File: config.mk
export PLATFORM = sky130hd
export DESIGN_NAME = pc_unit
export DESIGN_NICKNAME = d
export VERILOG_FILES = /design/src/rtl/pc_unit.sv
export SDC_FILE = /design/constraint.sdc
export NUM_CORES = 1
export LEC_CHECK = 0
export BUFFER_PORTS_ARGS = -buffer_cell sky130_fd_sc_hd__buf_2
export CAP_MARGIN = 20
export CORE_MARGIN = 5
export CORE_UTILIZATION = 47
export DETAILED_ROUTE_END_ITERATION = 8
export PLACE_DENSITY = 0.75
export SYNTH_ARGS = -nofsm -noshare
export SYNTH_HDL_FRONTEND = slang
export SYNTH_SLANG_ARGS = --single-unit
export TNS_END_PERCENT = 30
File: constraint.sdc
create_clock -name clk -period 4.6 [get_ports clk]
set_input_delay 0.92 -clock clk [delete_from_list [all_inputs] [get_ports clk]]
set_output_delay 0.92 -clock clk [all_outputs]
set_load 0.02 [all_outputs]
File: src/rtl/pc_unit.sv
// Program counter with next-PC select and a circular return-address stack; pc is registered and updates one edge after op.
// No backpressure beyond stall, which freezes all state (pc_next then equals pc).
module pc_unit #(
  parameter int               WIDTH     = 32,
  parameter int               INC       = 4,
  parameter int               RAS_DEPTH = 4,
  parameter logic [WIDTH-1:0] RESET_VEC = '0,
  parameter logic [31:0]      TRAP_VEC  = 32'h0000_0080
) (
  input  logic                         clk,
  input  logic                         rst,
  input  logic                         stall,
  input  logic [2:0]                   op,
  input  logic [WIDTH-1:0]             offset,
  input  logic [WIDTH-1:0]             target,
  output logic [WIDTH-1:0]             pc,
  output logic [WIDTH-1:0]             pc_next,
  output logic [$clog2(RAS_DEPTH):0]   ras_count,
  output logic                         ras_empty,
  output logic                         ras_full,
  output logic                         ras_ovf,
  output logic                         ras_unf
);

  localparam int PW = $clog2(RAS_DEPTH);
  localparam int CW = PW + 1;

  typedef enum logic [2:0] {
    OP_SEQ    = 3'd0,
    OP_BRANCH = 3'd1,
    OP_JUMP   = 3'd2,
    OP_CALL   = 3'd3,
    OP_RET    = 3'd4,
    OP_TRAP   = 3'd5
  } op_e;

  logic [WIDTH-1:0] pc_q, pc_d;
  logic [WIDTH-1:0] ras_q [RAS_DEPTH];
  logic [PW-1:0]    wp_q, wp_d;
  logic [CW-1:0]    cnt_q, cnt_d;
  logic             ovf_q, ovf_d;
  logic             unf_q, unf_d;
  logic             push;
  logic [WIDTH-1:0] seq;
  logic [WIDTH-1:0] top;
  logic             full, empty;

  assign seq   = pc_q + WIDTH'(INC);
  // Depth is a power of two, so pointer arithmetic wraps naturally.
  assign top   = ras_q[wp_q - PW'(1)];
  assign full  = (cnt_q == CW'(RAS_DEPTH));
  assign empty = (cnt_q == '0);

  always_comb begin
    pc_d  = pc_q;
    wp_d  = wp_q;
    cnt_d = cnt_q;
    ovf_d = ovf_q;
    unf_d = unf_q;
    push  = 1'b0;
    if (!stall) begin
      pc_d = seq;
      case (op)
        OP_BRANCH: pc_d = pc_q + offset;
        OP_JUMP:   pc_d = target;
        OP_CALL: begin
          pc_d = target;
          push = 1'b1;
          wp_d = wp_q + PW'(1);
          // A full stack drops its oldest entry; the count saturates.
          if (full) ovf_d = 1'b1;
          else      cnt_d = cnt_q + CW'(1);
        end
        OP_RET: begin
          if (!empty) begin
            pc_d  = top;
            wp_d  = wp_q - PW'(1);
            cnt_d = cnt_q - CW'(1);
          end else begin
            unf_d = 1'b1;
          end
        end
        OP_TRAP: pc_d = WIDTH'(TRAP_VEC);
        default: ;
      endcase
    end
  end

  always_ff @(posedge clk) begin
    if (rst) begin
      pc_q  <= RESET_VEC;
      wp_q  <= '0;
      cnt_q <= '0;
      ovf_q <= 1'b0;
      unf_q <= 1'b0;
    end else begin
      pc_q  <= pc_d;
      wp_q  <= wp_d;
      cnt_q <= cnt_d;
      ovf_q <= ovf_d;
      unf_q <= unf_d;
    end
  end

  // Storage carries no reset; entries are only read when counted valid.
  always_ff @(posedge clk) begin
    if (push && !rst) begin
      ras_q[wp_q] <= seq;
    end
  end

  assign pc        = pc_q;
  assign pc_next   = pc_d;
  assign ras_count = cnt_q;
  assign ras_empty = empty;
  assign ras_full  = full;
  assign ras_ovf   = ovf_q;
  assign ras_unf   = unf_q;

endmodule

==> flow_summary.json <==
{
  "fin_tns_setup_ns": 0,
  "syn_inst": 860,
  "path_cells": "buf_2, ha_1, inv_1, fa_1, nor2b_1, o2111ai_2, a21boi_0, o21ai_1, nand2_1, xor2_1, a221oi_1, o31ai_1, buf_2",
  "cts.sinks": 167,
  "io_buffers": 140,
  "drv_cap": 0,
  "htreeDepth": 4,
  "crit_path_end_kind": "output pin",
  "first_global_vias": 7901,
  "die_h_um": 154,
  "drtIter0Drc": 896,
  "synth-main-ff-cell": "edfxtp_1",
  "vias": 8062,
  "timing.final.max_slew_violations": 0,
  "finalNetCount": 1097,
  "ys_ff_latch": 167,
  "final_antenna_net_count": 0,
  "seq_area_mm2": 0.00463,
  "cpPeakStageDelay_ns": 0.45,
  "start_kind": "input port",
  "cp_max_fo": 3,
  "start_util_pct": 47.9,
  "fillerInstances": 1723,
  "dp_hpwl_mm": 21.0,
  "area_growth_pct": 16.4,
  "antenna_cells": 0,
  "crit_slowest_cell": "fa_1",
  "ys_types": 87,
  "max_slew.worst_pin.slew_ns": 1.05,
  "place_congestion": 0.950,
  "overflow": 0,
  "numCtsBuffers": 17,
  "synth_area_mm2": 0.00975,
  "pre_cts_slack_ns": 0.0582,
  "drt_wl_total_mm": 29.8,
  "ys_async_sr_fraction_pct": 0,
  "drc": 0,
  "multi_input_area_mm2": 0.00483,
  "ios": 141,
  "synth_fp_nets": 968,
  "fp-row-count": 52,
  "fin_crit_sh_pct": 98.1,
  "hold_viol_final": 0,
  "setup_ws_ns": 0.0872,
  "p_per_area_mw_per_mm2": 342,
  "grt_antenna_before_repair": 0,
  "clockBufferDepth": 2,
  "cts_root_buf": "clkbuf_16",
  "vias_per_cell": 6.34,
  "r2r_cells": 11,
  "rsz0062_at_grt": "false",
  "clock_latency_ns": 0.43,
  "grt_pass1_wl_mm": 45.1,
  "die-area_mm2": 0.0237,
  "worst_ep_required_time_ns": 3.68,
  "postCtsHoldBufs": 0,
  "vdd_drop_max_v": 0.000261,
  "setup_viol": 0,
  "syn_area_per_cell_um2": 11.3,
  "fmax_ghz": 0.222,
  "cp.arrival_ns": 3.59,
  "ys_seq_area_share_pct": 47.4,
  "status": "finished, final reports clean",
  "layout_min_cycle_time_ns": 4.51,
  "grt_max_degree": 36,
  "first_pass_iters": 7,
  "min_path_type": "register to register",
  "hold_path_depth": 1,
  "cts_tree": "yes",
  "core-area_mm2": 0.0204,
  "p_leak_nw": 4.41,
  "gr-usage-all-layers_pct": 24.6,
  "path_class": "input port to output pin",
  "die_w_um": 154,
  "final_layout_size_suffix_gt1_share_pct": 25.8,
  "clkTransAtPathRegs_ns": 0.07,
  "wl_per_cell_um": 23.4,
  "fin_skew_ns": 0.0100,
  "slew_headroom_pct": 30.0,
  "crit_top_cell": "buf_2",
  "ys.warnings.count": 0,
  "synth_edf_count": 128
}
==> state kept, by name (all words and copies together) (netlist names) <==
signal	flops
ras_ovf	1
wp_q	2
ras_count	3
ras_unf	1
ras_q	128
pc	32
==> cell usage after synthesis (19+ instances only) <==
cell / n / area, um^2
dfxtp_1: 39 / 781
edfxtp_1: 128 / 3840
and2_1: 32 / 200
inv_1: 23 / 86.3
nor2_1: 47 / 176
a21oi_1: 52 / 260
nand3_1: 19 / 95.1
ha_1: 36 / 450
o21ai_0: 32 / 160
clkbuf_1: 26 / 97.6
nand2_1: 77 / 289
a21o_1: 20 / 150
xnor2_1: 36 / 315
mux4_2: 32 / 721
==> layer usage <==
metal / global-route usage (%) / vias to the layer above / wire [um]
met2: 39.1 / 554 / 13600
met1: 33.2 / 3839 / 11500
met4: 8.92 / 0 / 1230
li1: - / 3579 / -
met3: 5.82 / 90 / 3450
met5: 0 / - / 0
==> power by group <==
part	total [mW]	leakage (nW)	switching [mW]	internal, mW
combinational	0.740	2.61	0.462	0.278
clock	1.44	0.295	0.702	0.737
sequential	1.71	1.50	0.0516	1.65
==> layout make-up <==
class                   count  share of cell area, %
multi-input cells         619                   42.5
flip-flops and latches    167                   40.7
repair buffers            158                   7.58
clock buffers              17                   3.75
well taps                 270                   2.98
clock inverters            15                   1.58
inverters                  26                  0.860
==> critical path, delay by kind of cell <==
family / cells / cell delay, ns
adder cells (fa/ha/maj): 2 / 0.66
buffers and inverters: 3 / 0.40
XOR/XNOR: 1 / 0.19
AND/OR/NAND/NOR: 2 / 0.37
AO/OA/AOI/OAI: 5 / 1.06
==> placed cells by master (no fill, tap or decap), types with 6 or more instances in the layout <==
cell / instances
a222oi_1: 7
buf_2: 140
nor2_1: 46
nand3_1: 19
or3_1: 7
a221o_1: 14
nor3_1: 15
buf_4: 16
a31oi_1: 8
a221oi_1: 9
xor2_1: 18
dfxtp_1: 38
mux2i_1: 7
a21o_1: 20
a211oi_1: 7
ha_1: 36
clkbuf_16: 17
inv_1: 23
a21oi_1: 52
o22ai_1: 6
edfxtp_1: 128
o211ai_1: 6
mux4_2: 32
o21a_1: 9
nand4_1: 13
and3_1: 8
nand2_1: 77
xnor2_1: 36
and2_1: 32
o21ai_0: 31
==> logic make-up (layout without fill, tap and decap cells) <==
kind of cell | after synthesis | after routing | share of synthesized area [%]
AND/OR/NAND/NOR | 252 | 252 | 13.5
AO/OA/AOI/OAI | 232 | 232 | 17.3
flip-flops | 167 | 167 | 47.4
buffers and inverters | 74 | 216 | 3.22
XOR/XNOR | 56 | 56 | 5.18
multiplexers | 41 | 41 | 8.34
adder cells (fa/ha/maj) | 38 | 38 | 5.03
==> per-stage QoR <==
| step | power, mW | instance area (um^2) | utilization (%) | instances | hold WS (ns) |
|---|---|---|---|---|---|
| floorplan | 2.22 | 9750 | - | 860 | 0.509 |
| global placement | 2.45 | 10700 | 52.8 | 1240 | 0.448 |
| detailed placement | 2.46 | 10700 | 52.8 | 1240 | 0.463 |
| CTS | 3.89 | 11300 | 55.7 | 1272 | 0.480 |
| global route | 4.03 | 11400 | 55.8 | 1272 | 0.501 |
| finish | 3.88 | 11400 | 55.8 | 1272 | 0.479 |
==> timing repair <==
item	CTS	global route
gates resized for setup	0	2
buffers inserted	0	0
endpoints found under the setup margin	0	4
==> final timing paths <==
check	from	endpoint	slack, ns
worst max register to register	pc[0]	pc[24]	1.55
worst min register to register	ras_ovf	ras_ovf	0.48
worst max-delay path	offset[0]	pc_next[20]	0.09
worst min-delay path	ras_ovf	ras_ovf	0.48
No activity file was read; power rests on OpenSTA's default activity.
